<file path="src/rtl/ab_pkg.sv">
// Shared definitions for the parametrised A/B scorer.
// Contents:
//   state_t   - FSM state encoding (IDLE..LOSE); codes 6 and 7 are unused.
//   DIGIT_MAX - largest legal digit value.
//   cnt_w     - width of an A/B count for a given number of digits.
//   idx_w     - width of a digit index (at least 1 bit).
package ab_pkg;

    typedef enum logic [2:0] {
        ST_IDLE   = 3'd0,
        ST_WAIT   = 3'd1,
        ST_SCORE  = 3'd2,
        ST_REPORT = 3'd3,
        ST_WIN    = 3'd4,
        ST_LOSE   = 3'd5
    } state_t;

    localparam int DIGIT_MAX = 9;

    // Enough bits to count 0..n matches.
    function automatic int cnt_w(input int n);
        return $clog2(n + 1);
    endfunction

    // Enough bits to index digits 0..n-1, never narrower than 1 bit.
    function automatic int idx_w(input int n);
        return (n > 1) ? $clog2(n) : 1;
    endfunction

endpackage

</file>
<file path="src/rtl/ab_digit_match.sv">
// Combinational scoring of one guess digit against the whole secret.
// Ports:
//   idx    - index of the guess digit being scored (0 = leftmost)
//   guess  - packed guess, digit i at [i*DIGIT_W +: DIGIT_W]
//   secret - packed secret, same layout
//   hit_a  - guess[idx] equals secret[idx]
//   hit_b  - no hit_a, but guess[idx] equals secret[j] for some j != idx
//   dup    - guess[idx] is out of range or repeats an earlier guess digit
module ab_digit_match
    import ab_pkg::*;
#(
    parameter  int NUM_DIGITS = 4,
    parameter  int DIGIT_W    = 4,
    localparam int IDX_W      = idx_w(NUM_DIGITS)
) (
    input  logic [IDX_W-1:0]              idx,
    input  logic [NUM_DIGITS*DIGIT_W-1:0] guess,
    input  logic [NUM_DIGITS*DIGIT_W-1:0] secret,
    output logic                          hit_a,
    output logic                          hit_b,
    output logic                          dup
);

    logic [DIGIT_W-1:0] g_i_s;
    logic [DIGIT_W-1:0] s_i_s;
    logic               in_secret_s;
    logic               seen_before_s;

    // Compare the selected guess digit against every secret digit and every earlier guess digit.
    always_comb begin
        g_i_s         = guess[idx*DIGIT_W +: DIGIT_W];
        s_i_s         = secret[idx*DIGIT_W +: DIGIT_W];
        in_secret_s   = 1'b0;
        seen_before_s = 1'b0;
        for (int j = 0; j < NUM_DIGITS; j++) begin
            in_secret_s   = in_secret_s |
                            ((IDX_W'(j) != idx) && (secret[j*DIGIT_W +: DIGIT_W] == g_i_s));
            seen_before_s = seen_before_s |
                            ((IDX_W'(j) < idx) && (guess[j*DIGIT_W +: DIGIT_W] == g_i_s));
        end
        hit_a = (g_i_s == s_i_s);
        hit_b = !hit_a && in_secret_s;
        dup   = (int'(g_i_s) > DIGIT_MAX) || seen_before_s;
    end

endmodule

</file>
<file path="src/rtl/ab_scorer_param.sv">
// N-digit 1A2B game core: holds a secret, scores guesses one digit per
// cycle, counts guesses and ends the game on WIN or LOSE.
// Ports:
//   in_clk        - system clock, rising edge
//   in_restart    - synchronous active-high reset, overrides everything
//   in_loadtest   - load in_ans as the secret (IDLE/WIN/LOSE only)
//   in_enter      - submit in_ans as a guess (WAIT only)
//   in_ans        - packed digits, digit i at [i*DIGIT_W +: DIGIT_W], 0 = leftmost
//   out_Anum      - A count of the last valid guess
//   out_Bnum      - B count of the last valid guess
//   out_state     - current FSM state code
//   out_valid     - one-cycle pulse, result ready
//   out_err       - one-cycle pulse, secret or guess rejected
//   out_guess_cnt - number of valid guesses in the current game
module ab_scorer_param
    import ab_pkg::*;
#(
    parameter  int NUM_DIGITS  = 4,
    parameter  int DIGIT_W     = 4,
    parameter  int MAX_GUESSES = 8,
    localparam int CNT_W       = cnt_w(NUM_DIGITS)
) (
    input  logic                          in_clk,
    input  logic                          in_restart,
    input  logic                          in_loadtest,
    input  logic                          in_enter,
    input  logic [NUM_DIGITS*DIGIT_W-1:0] in_ans,
    output logic [CNT_W-1:0]              out_Anum,
    output logic [CNT_W-1:0]              out_Bnum,
    output logic [2:0]                    out_state,
    output logic                          out_valid,
    output logic                          out_err,
    output logic [7:0]                    out_guess_cnt
);

    localparam int               IDX_W       = idx_w(NUM_DIGITS);
    localparam int               W           = NUM_DIGITS * DIGIT_W;
    localparam logic [IDX_W-1:0] LAST_IDX    = IDX_W'(NUM_DIGITS - 1);
    localparam logic [CNT_W-1:0] ALL_HIT     = CNT_W'(NUM_DIGITS);
    localparam logic [7:0]       GUESS_LIMIT = 8'(MAX_GUESSES);

    state_t             state_r;
    state_t             next_state_s;
    logic [W-1:0]       secret_r;
    logic [W-1:0]       guess_r;
    logic [IDX_W-1:0]   idx_r;
    logic [CNT_W-1:0]   acc_a_r;
    logic [CNT_W-1:0]   acc_b_r;
    logic               dup_r;

    logic               ans_ok_s;
    logic               hit_a_s;
    logic               hit_b_s;
    logic               dup_s;
    logic [7:0]         cnt_next_s;

    // Action strobes decoded by the FSM, consumed by the datapath.
    logic               load_s;
    logic               load_err_s;
    logic               take_guess_s;
    logic               step_s;
    logic               report_ok_s;
    logic               report_err_s;

    ab_digit_match #(
        .NUM_DIGITS (NUM_DIGITS),
        .DIGIT_W    (DIGIT_W)
    ) u_match (
        .idx    (idx_r),
        .guess  (guess_r),
        .secret (secret_r),
        .hit_a  (hit_a_s),
        .hit_b  (hit_b_s),
        .dup    (dup_s)
    );

    // A candidate secret is usable only if every digit is in range and all digits differ.
    always_comb begin
        ans_ok_s = 1'b1;
        for (int i = 0; i < NUM_DIGITS; i++) begin
            ans_ok_s = ans_ok_s & (int'(in_ans[i*DIGIT_W +: DIGIT_W]) <= DIGIT_MAX);
            for (int j = 0; j < i; j++) begin
                ans_ok_s = ans_ok_s &
                           (in_ans[i*DIGIT_W +: DIGIT_W] != in_ans[j*DIGIT_W +: DIGIT_W]);
            end
        end
    end

    // State register; restart wins over any transition.
    always_ff @(posedge in_clk) begin
        if (in_restart) begin
            state_r <= ST_IDLE;
        end else begin
            state_r <= next_state_s;
        end
    end

    // Next-state and action decode.
    always_comb begin
        next_state_s = state_r;
        load_s       = 1'b0;
        load_err_s   = 1'b0;
        take_guess_s = 1'b0;
        step_s       = 1'b0;
        report_ok_s  = 1'b0;
        report_err_s = 1'b0;
        cnt_next_s   = out_guess_cnt + 8'd1;
        case (state_r)
            ST_IDLE, ST_WIN, ST_LOSE: begin
                if (in_loadtest) begin
                    if (ans_ok_s) begin
                        load_s       = 1'b1;
                        next_state_s = ST_WAIT;
                    end else begin
                        load_err_s   = 1'b1;
                        next_state_s = state_r;
                    end
                end else begin
                    next_state_s = state_r;
                end
            end
            ST_WAIT: begin
                if (in_enter) begin
                    take_guess_s = 1'b1;
                    next_state_s = ST_SCORE;
                end else begin
                    next_state_s = ST_WAIT;
                end
            end
            ST_SCORE: begin
                step_s = 1'b1;
                if (idx_r == LAST_IDX) begin
                    next_state_s = ST_REPORT;
                end else begin
                    next_state_s = ST_SCORE;
                end
            end
            ST_REPORT: begin
                if (dup_r) begin
                    report_err_s = 1'b1;
                    next_state_s = ST_WAIT;
                end else begin
                    report_ok_s = 1'b1;
                    if (acc_a_r == ALL_HIT) begin
                        next_state_s = ST_WIN;
                    end else if (cnt_next_s == GUESS_LIMIT) begin
                        next_state_s = ST_LOSE;
                    end else begin
                        next_state_s = ST_WAIT;
                    end
                end
            end
            default: begin
                next_state_s = ST_IDLE;
            end
        endcase
    end

    // Datapath: secret/guess latches, per-digit accumulation and registered result outputs.
    always_ff @(posedge in_clk) begin
        if (in_restart) begin
            secret_r      <= '0;
            guess_r       <= '0;
            idx_r         <= '0;
            acc_a_r       <= '0;
            acc_b_r       <= '0;
            dup_r         <= 1'b0;
            out_Anum      <= '0;
            out_Bnum      <= '0;
            out_valid     <= 1'b0;
            out_err       <= 1'b0;
            out_guess_cnt <= 8'd0;
        end else begin
            out_valid <= report_ok_s;
            out_err   <= load_err_s | report_err_s;
            if (load_s) begin
                secret_r      <= in_ans;
                out_guess_cnt <= 8'd0;
            end
            if (take_guess_s) begin
                guess_r <= in_ans;
                idx_r   <= '0;
                acc_a_r <= '0;
                acc_b_r <= '0;
                dup_r   <= 1'b0;
            end
            if (step_s) begin
                acc_a_r <= acc_a_r + CNT_W'(hit_a_s);
                acc_b_r <= acc_b_r + CNT_W'(hit_b_s);
                dup_r   <= dup_r | dup_s;
                idx_r   <= idx_r + IDX_W'(1);
            end
            if (report_ok_s) begin
                out_Anum      <= acc_a_r;
                out_Bnum      <= acc_b_r;
                out_guess_cnt <= cnt_next_s;
            end
        end
    end

    assign out_state = state_r;

endmodule

</file>
<file path="config.mk">
export PLATFORM = sky130hd
export DESIGN_NAME = ab_scorer_param
export DESIGN_NICKNAME = d
export VERILOG_FILES = /design/src/rtl/ab_pkg.sv /design/src/rtl/ab_digit_match.sv /design/src/rtl/ab_scorer_param.sv
export SDC_FILE = /design/constraint.sdc
export NUM_CORES = 1
export LEC_CHECK = 0
export ABC_AREA = 1
export CORE_MARGIN = 2
export CORE_UTILIZATION = 35
export CTS_CLUSTER_DIAMETER = 120
export DETAILED_ROUTE_END_ITERATION = 8
export GPL_TIMING_DRIVEN = 1
export SYNTH_ARGS = -nofsm -noshare
export SYNTH_HDL_FRONTEND = slang
export SYNTH_HIERARCHICAL = 1
export SYNTH_SLANG_ARGS = --single-unit
</file>
<file path="constraint.sdc">
create_clock -name in_clk -period 3.2 [get_ports in_clk]
set_input_delay 0.64 -clock in_clk [delete_from_list [all_inputs] [get_ports in_clk]]
set_output_delay 0.64 -clock in_clk [all_outputs]
set_load 0.02 [all_outputs]
</file>
## Word level (Yosys, flattened, before mapping)

Cells that the tools add are included.

| storage, ports and cells | value |
|---|---|
| word-level logic and storage cells | 119 |
| register bits after elaboration | 60 |
| bits of input ports | 20 |
| output and inout port bits | 19 |

| operators by class | value |
|---|---|
| multiplexer cells | 30 |
| shift operators | 2 |
| add/subtract/negate cells | 4 |
| equal/unequal tests | 28 |
| bitwise operators | 17 |
| order comparisons | 9 |
| reduce and logical (&&, ||, !) cells | 17 |

Operators with widths:

| kind | count |
|---|---|
| equality test 4 bit | 9 |
| indexed part select 16 x 5 -> 4 bit | 2 |
| two-way mux 3 bit | 8 |
| inequality test 4 bit | 6 |
| <= comparator 4 bit, second input constant | 4 |
| two-way mux 1 bit | 16 |
| two-way mux 8 bit | 2 |
| case mux 3 bit (4 select lines) | 1 |
| bitwise AND 1 bit | 9 |
| equality test 3 bit, second input constant | 3 |
| logical AND 1 bit | 9 |
| adder 8 x 1 -> 8 bit, second input constant | 1 |
| equality test 8 x 4 -> 1 bit, second input constant | 1 |
| bitwise OR 1 bit | 8 |
| adder 3 x 1 -> 3 bit | 2 |
| equality test 3 x 2 -> 1 bit, second input constant | 2 |
| two-way mux 2 bit | 3 |
| nonzero test 2 bit | 3 |
| > comparator 4 bit, second input constant | 1 |
| less-than comparator 1 x 2 -> 1 bit, first input constant | 2 |
| less-than comparator 2 bit, first input constant | 2 |
| inequality test 2 bit, first input constant | 2 |
| inequality test 2 bit, second input constant | 2 |
| equality test 3 x 1 -> 1 bit, second input constant | 1 |
| other kinds (8) | 8 |

## Longest topological paths before layout

| depth | value |
|---|---|
| depth after elaboration | 15 |
| mapped depth | 19 |

## Hierarchy

The synthesis kept the hierarchy.

By module, submodules not included:

| module | seq. area each (µm²) | area an instance (µm²) | times used | cells an instance |
|---|---|---|---|---|
| ab_scorer_param | 1,201.2 | 2,907.8 | 1 | 405 |
| ab_digit_match | 0.0 | 929.6 | 1 | 197 |

## Worst setup path after synthesis

Ideal clock, no wire load.

| timing | value |
|---|---|
| kind | reg2reg |
| from | register idx_r[0] |
| to | register acc_b_r[2] |
| path slack | 1.159 ns |
| arrival | 1.922 ns |
| library setup time | 0.119 ns |
| period minus slack after synthesis | 2.041 ns |
| stages on the path, launching flop included | 19 |
| data required time | 3.081 ns |
| path through | dfxtp_1 buf_6 nand2_1 nand2_1 nand2_2 nand2_4 inv_2 nor2_1 nor2_1 nand3_1 nand2_1 nor2_1 nor2_2 ha_1 ha_1 inv_1 nor2_1 o21ai_0 a21oi_1 |

| on the way | value |
|---|---|
| cells in the longest elaborated chain, start to end | 9 |
| elaborated cells on any way between the ends | 22 |
| classes of those cells | add/sub: 1; eq/ne: 8; shift: 2; mux: 1; bitwise: 3; reduce/logical: 7 |

RTL lines:

| item | line | text |
|---|---|---|
| from (decl) | ab_scorer_param.sv:46 | `logic [IDX_W-1:0] idx_r;` |
| from (signal assigned) | ab_scorer_param.sv:191 | `idx_r <= idx_r + IDX_W'(1);` |
| indexed part select 16 x 5 -> 4 bit | ab_digit_match.sv:31 | `g_i_s = guess[idx*DIGIT_W +: DIGIT_W];` |
| equality test 4 bit | ab_digit_match.sv:37 | `((IDX_W'(j) != idx) && (secret[j*DIGIT_W +: DIGIT_W] == g_i_s));` |
| logical AND 1 bit | ab_digit_match.sv:37 |  |
| bitwise OR 1 bit (3 in a row) | ab_digit_match.sv:36 | `in_secret_s = in_secret_s \|` |
| logical AND 1 bit (*) | ab_digit_match.sv:42 | `hit_b = !hit_a && in_secret_s;` |
| net hit_b_s | ab_scorer_param.sv:53 | `logic hit_b_s;` |
| adder 3 x 1 -> 3 bit (*) | ab_scorer_param.sv:189 | `acc_b_r <= acc_b_r + CNT_W'(hit_b_s);` |
| two-way mux 3 bit (*) | ab_scorer_param.sv:187 | `if (step_s) begin` |
| to (signal assigned) | ab_scorer_param.sv:189 |  |
| to (decl) | ab_scorer_param.sv:48 | `logic [CNT_W-1:0] acc_b_r;` |

The timed path passes the listed nets; every way through them passes the cells marked *.
A chain may end at the register's enable or synchronous reset.

## Worst setup path after layout

| timing | value |
|---|---|
| from | register idx_r[1] |
| to | register acc_b_r[2] |

The elaborated chain is that of the path after synthesis.

==> run metrics <==
final hold violation count 0; maxcap violations 0; DP HPWL 8367 um; first-pass GRT wire length 18,030 um; Synth Net Count 628; IO Port Bufs 38; Seq pwr share 0.371; Final min period 2.636 ns; CTS Buf Count 9; CP startpoint kind register; Period Utilization, post-route 0.8236; area grow syn2layout 18.13%; CTS tree done; io pins 39; Max Slew Vio Count 0; global placer's final weighted congestion 0.9517; vias in the first global route 3,590; Num Clock Sinks 60; Post-CTS Setup Repair Bufs 0; most common cell in the netlist nand2_1; first drt pass iteration count 4; Internal 1.578 mW; Post-Synthesis Cells 602; GRT Overall Usage 0.1958; WP data arrival 2.87 ns; gr ovfl total 0; combinational fraction of design power 0.309; slew of the pin with the lowest slew margin 0.7483 ns; depth of the CTS H-tree 3; Die X 108.7 um; Rows 38; clock latency on the worst-skew pair 0.34 ns; Crit Path Class register to register; leakage power total 1.951 nW; antenna violations before repair 0; Root Buffer clkbuf_8; Main synth FF type dfxtp_1; Synth top cells by count 207 x nand2_1, 60 x dfxtp_1, 55 x nor2_1; Nets 663; post-synth cell types 36; layout cells sized above 1 0.1059; Worst Setup End Kind register; Avg WL per Cell 14.08 um; CP required 3.43 ns; fillers 1,178; f_max 0.3794 GHz; top-area cell type share of the netlist area 0.3130; Slew headroom 0.5006; core area 10,750 um2; largest cells by area after synthesis dfxtp_1 31%, nand2_1 20%, a21oi_1 7.0%, nor2_1 5.4%, o21ai_0 4.7%; die height 108.7 um; ANT cells 0; DRT iter0 DRCs 256; Seq/Total Area, Yosys 0.3130; number of nets still failing antenna checks after routing 0; setup ws final 0.5645 ns; clk buf depth 2; synthesized flop and latch total 60; Switching Fraction 0.3633; Syn. warnings 6; routed via count 3,931; Psw 900.5 uW; via/cell ratio 5.027; Place WS 0.2994 ns; Starting Density 0.3571; Post-Route WL 11,010 um; Power per Cell Area 546.8 nW/um2; skew final 0.009323 ns; RSZ-0062 raised after global routing no; number of hold buffers added after CTS 0; Setup Total Neg Slack 0 ns; synthesized area per cell 6.374 um2; ys async rst share 0; CP max FO 13; clock share of power 0.321; Synth area leader dfxtp_1; Post-Syn Area 3837 um2; hold crit path type register to register; Post-synth EDFFs 0; largest net degree at the start of global routing 33; Worst VDD drop 0.2727 mV; DRC 0; status complete, no violations; Worst-path clk slew 0.07 ns; DIE AREA 11,820 um2; # setup viols final 0
## layout by cell type (no fill, tap or decap), drive strengths merged
cell type      instances
nand2                221
nor2                  66
dfxtp                 60
inv                   57
a21oi                 54
o21ai                 40
clkdlybuf4s50         38
nand3                 32
nand4                 23
clkbuf                11
xor2                   8
ha                     6
buf                    5
o22ai                  5
nor3                   4
xnor2                  3
clkinv                 3
bufinv                 2
nand3b                 1
nor3b                  1
o211ai                 1
o2bb2ai                1
## worst max-delay path, stage by stage, from the launching register on
cell and delay, ns:
dfxtp_2 0.52, inv_1 0.25, nand3_1 0.12, nand2_1 0.06, nor2_2 0.39, nand2_1 0.09, nand2_1 0.08, nor2_1 0.04
nand3_1 0.07, nand2_1 0.05, nor2_1 0.15, nor2_2 0.05, ha_1 0.19, ha_1 0.17, inv_1 0.05, nor2_1 0.04
o21ai_0 0.14, a21oi_1 0.06
## through the flow
stage                     cell area (um2)    util  hold slack [ns]  std cells  power, mW
after floorplan                      3837       -           0.4224        602      1.467
after global placement               4297  0.3999           0.4455        766      1.680
after detailed placement             4297  0.3999           0.4611        766      1.691
after CTS                            4531  0.4216           0.4751        782      2.480
after global routing                 4533  0.4219           0.4944        782      2.631
final                                4533  0.4219           0.4722        782      2.479
## state kept, by name, summed over array words and instances (netlist names)
register / flops
secret_r: 16
out_err: 1
out_Anum: 3
out_Bnum: 3
guess_r: 16
out_valid: 1
out_state: 3
acc_b_r: 3
out_guess_cnt: 8
idx_r: 2
acc_a_r: 3
dup_r: 1
## routing by layer
| metal | vias up | GRT usage | wire, um |
|---|---|---|---|
| li1 | 2028 | - | - |
| met1 | 1800 | 0.2746 | 5379 |
| met2 | 87 | 0.3036 | 4933 |
| met3 | 16 | 0.03168 | 493 |
| met4 | 0 | 0.06868 | 203 |
| met5 | - | 0 | 0 |
## what timing repair did
action | CTS | global route
hold endpoints to repair | 0 | 0
gates resized for setup | 0 | 2
endpoints found under the setup margin | 0 | 1
## power by group through the flow
stage | Sequential (mW) | Clock [mW] | Combinational (mW)
floorplan | 0.913 | 0 | 0.554
global placement | 0.931 | 0 | 0.749
detailed placement | 0.934 | 0 | 0.757
CTS | 0.916 | 0.804 | 0.760
global route | 0.930 | 0.833 | 0.868
finish | 0.919 | 0.795 | 0.765
## layout make-up
type                       instances  area (um2)  share of cell area
multi-input combinational        466        2285              0.5040
sequential                        60        1204              0.2655
timing repair buffer              43       417.9             0.09219
inverter                          57       217.7             0.04803
tap                              140       175.2             0.03864
clock buffer                      11       151.4             0.03340
clock inverter                     5       82.58             0.01822
## worst paths after layout
check	cells past startpoint	end	slack [ns]	from
worst min register to register	1	acc_b_r[2]$_SDFFE_PP0N_	0.47	acc_b_r[2]$_SDFFE_PP0N_
worst max-delay path	17	acc_b_r[2]$_SDFFE_PP0N_	0.56	idx_r[1]$_SDFFE_PP0N_
worst max register to register	17	acc_b_r[2]$_SDFFE_PP0N_	0.56	idx_r[1]$_SDFFE_PP0N_
worst min-delay path	1	acc_b_r[2]$_SDFFE_PP0N_	0.47	acc_b_r[2]$_SDFFE_PP0N_
## logic make-up after synthesis
kind of cell	synth area share
buffers and inverters	0.09162
AND/OR/NAND/NOR	0.4121
adder cells (fa/ha/maj)	0.01956
XOR/XNOR	0.02511
AO/OA/AOI/OAI	0.1386
flip-flops	0.3130
Note: power is estimated with default switching activity, not from simulation.
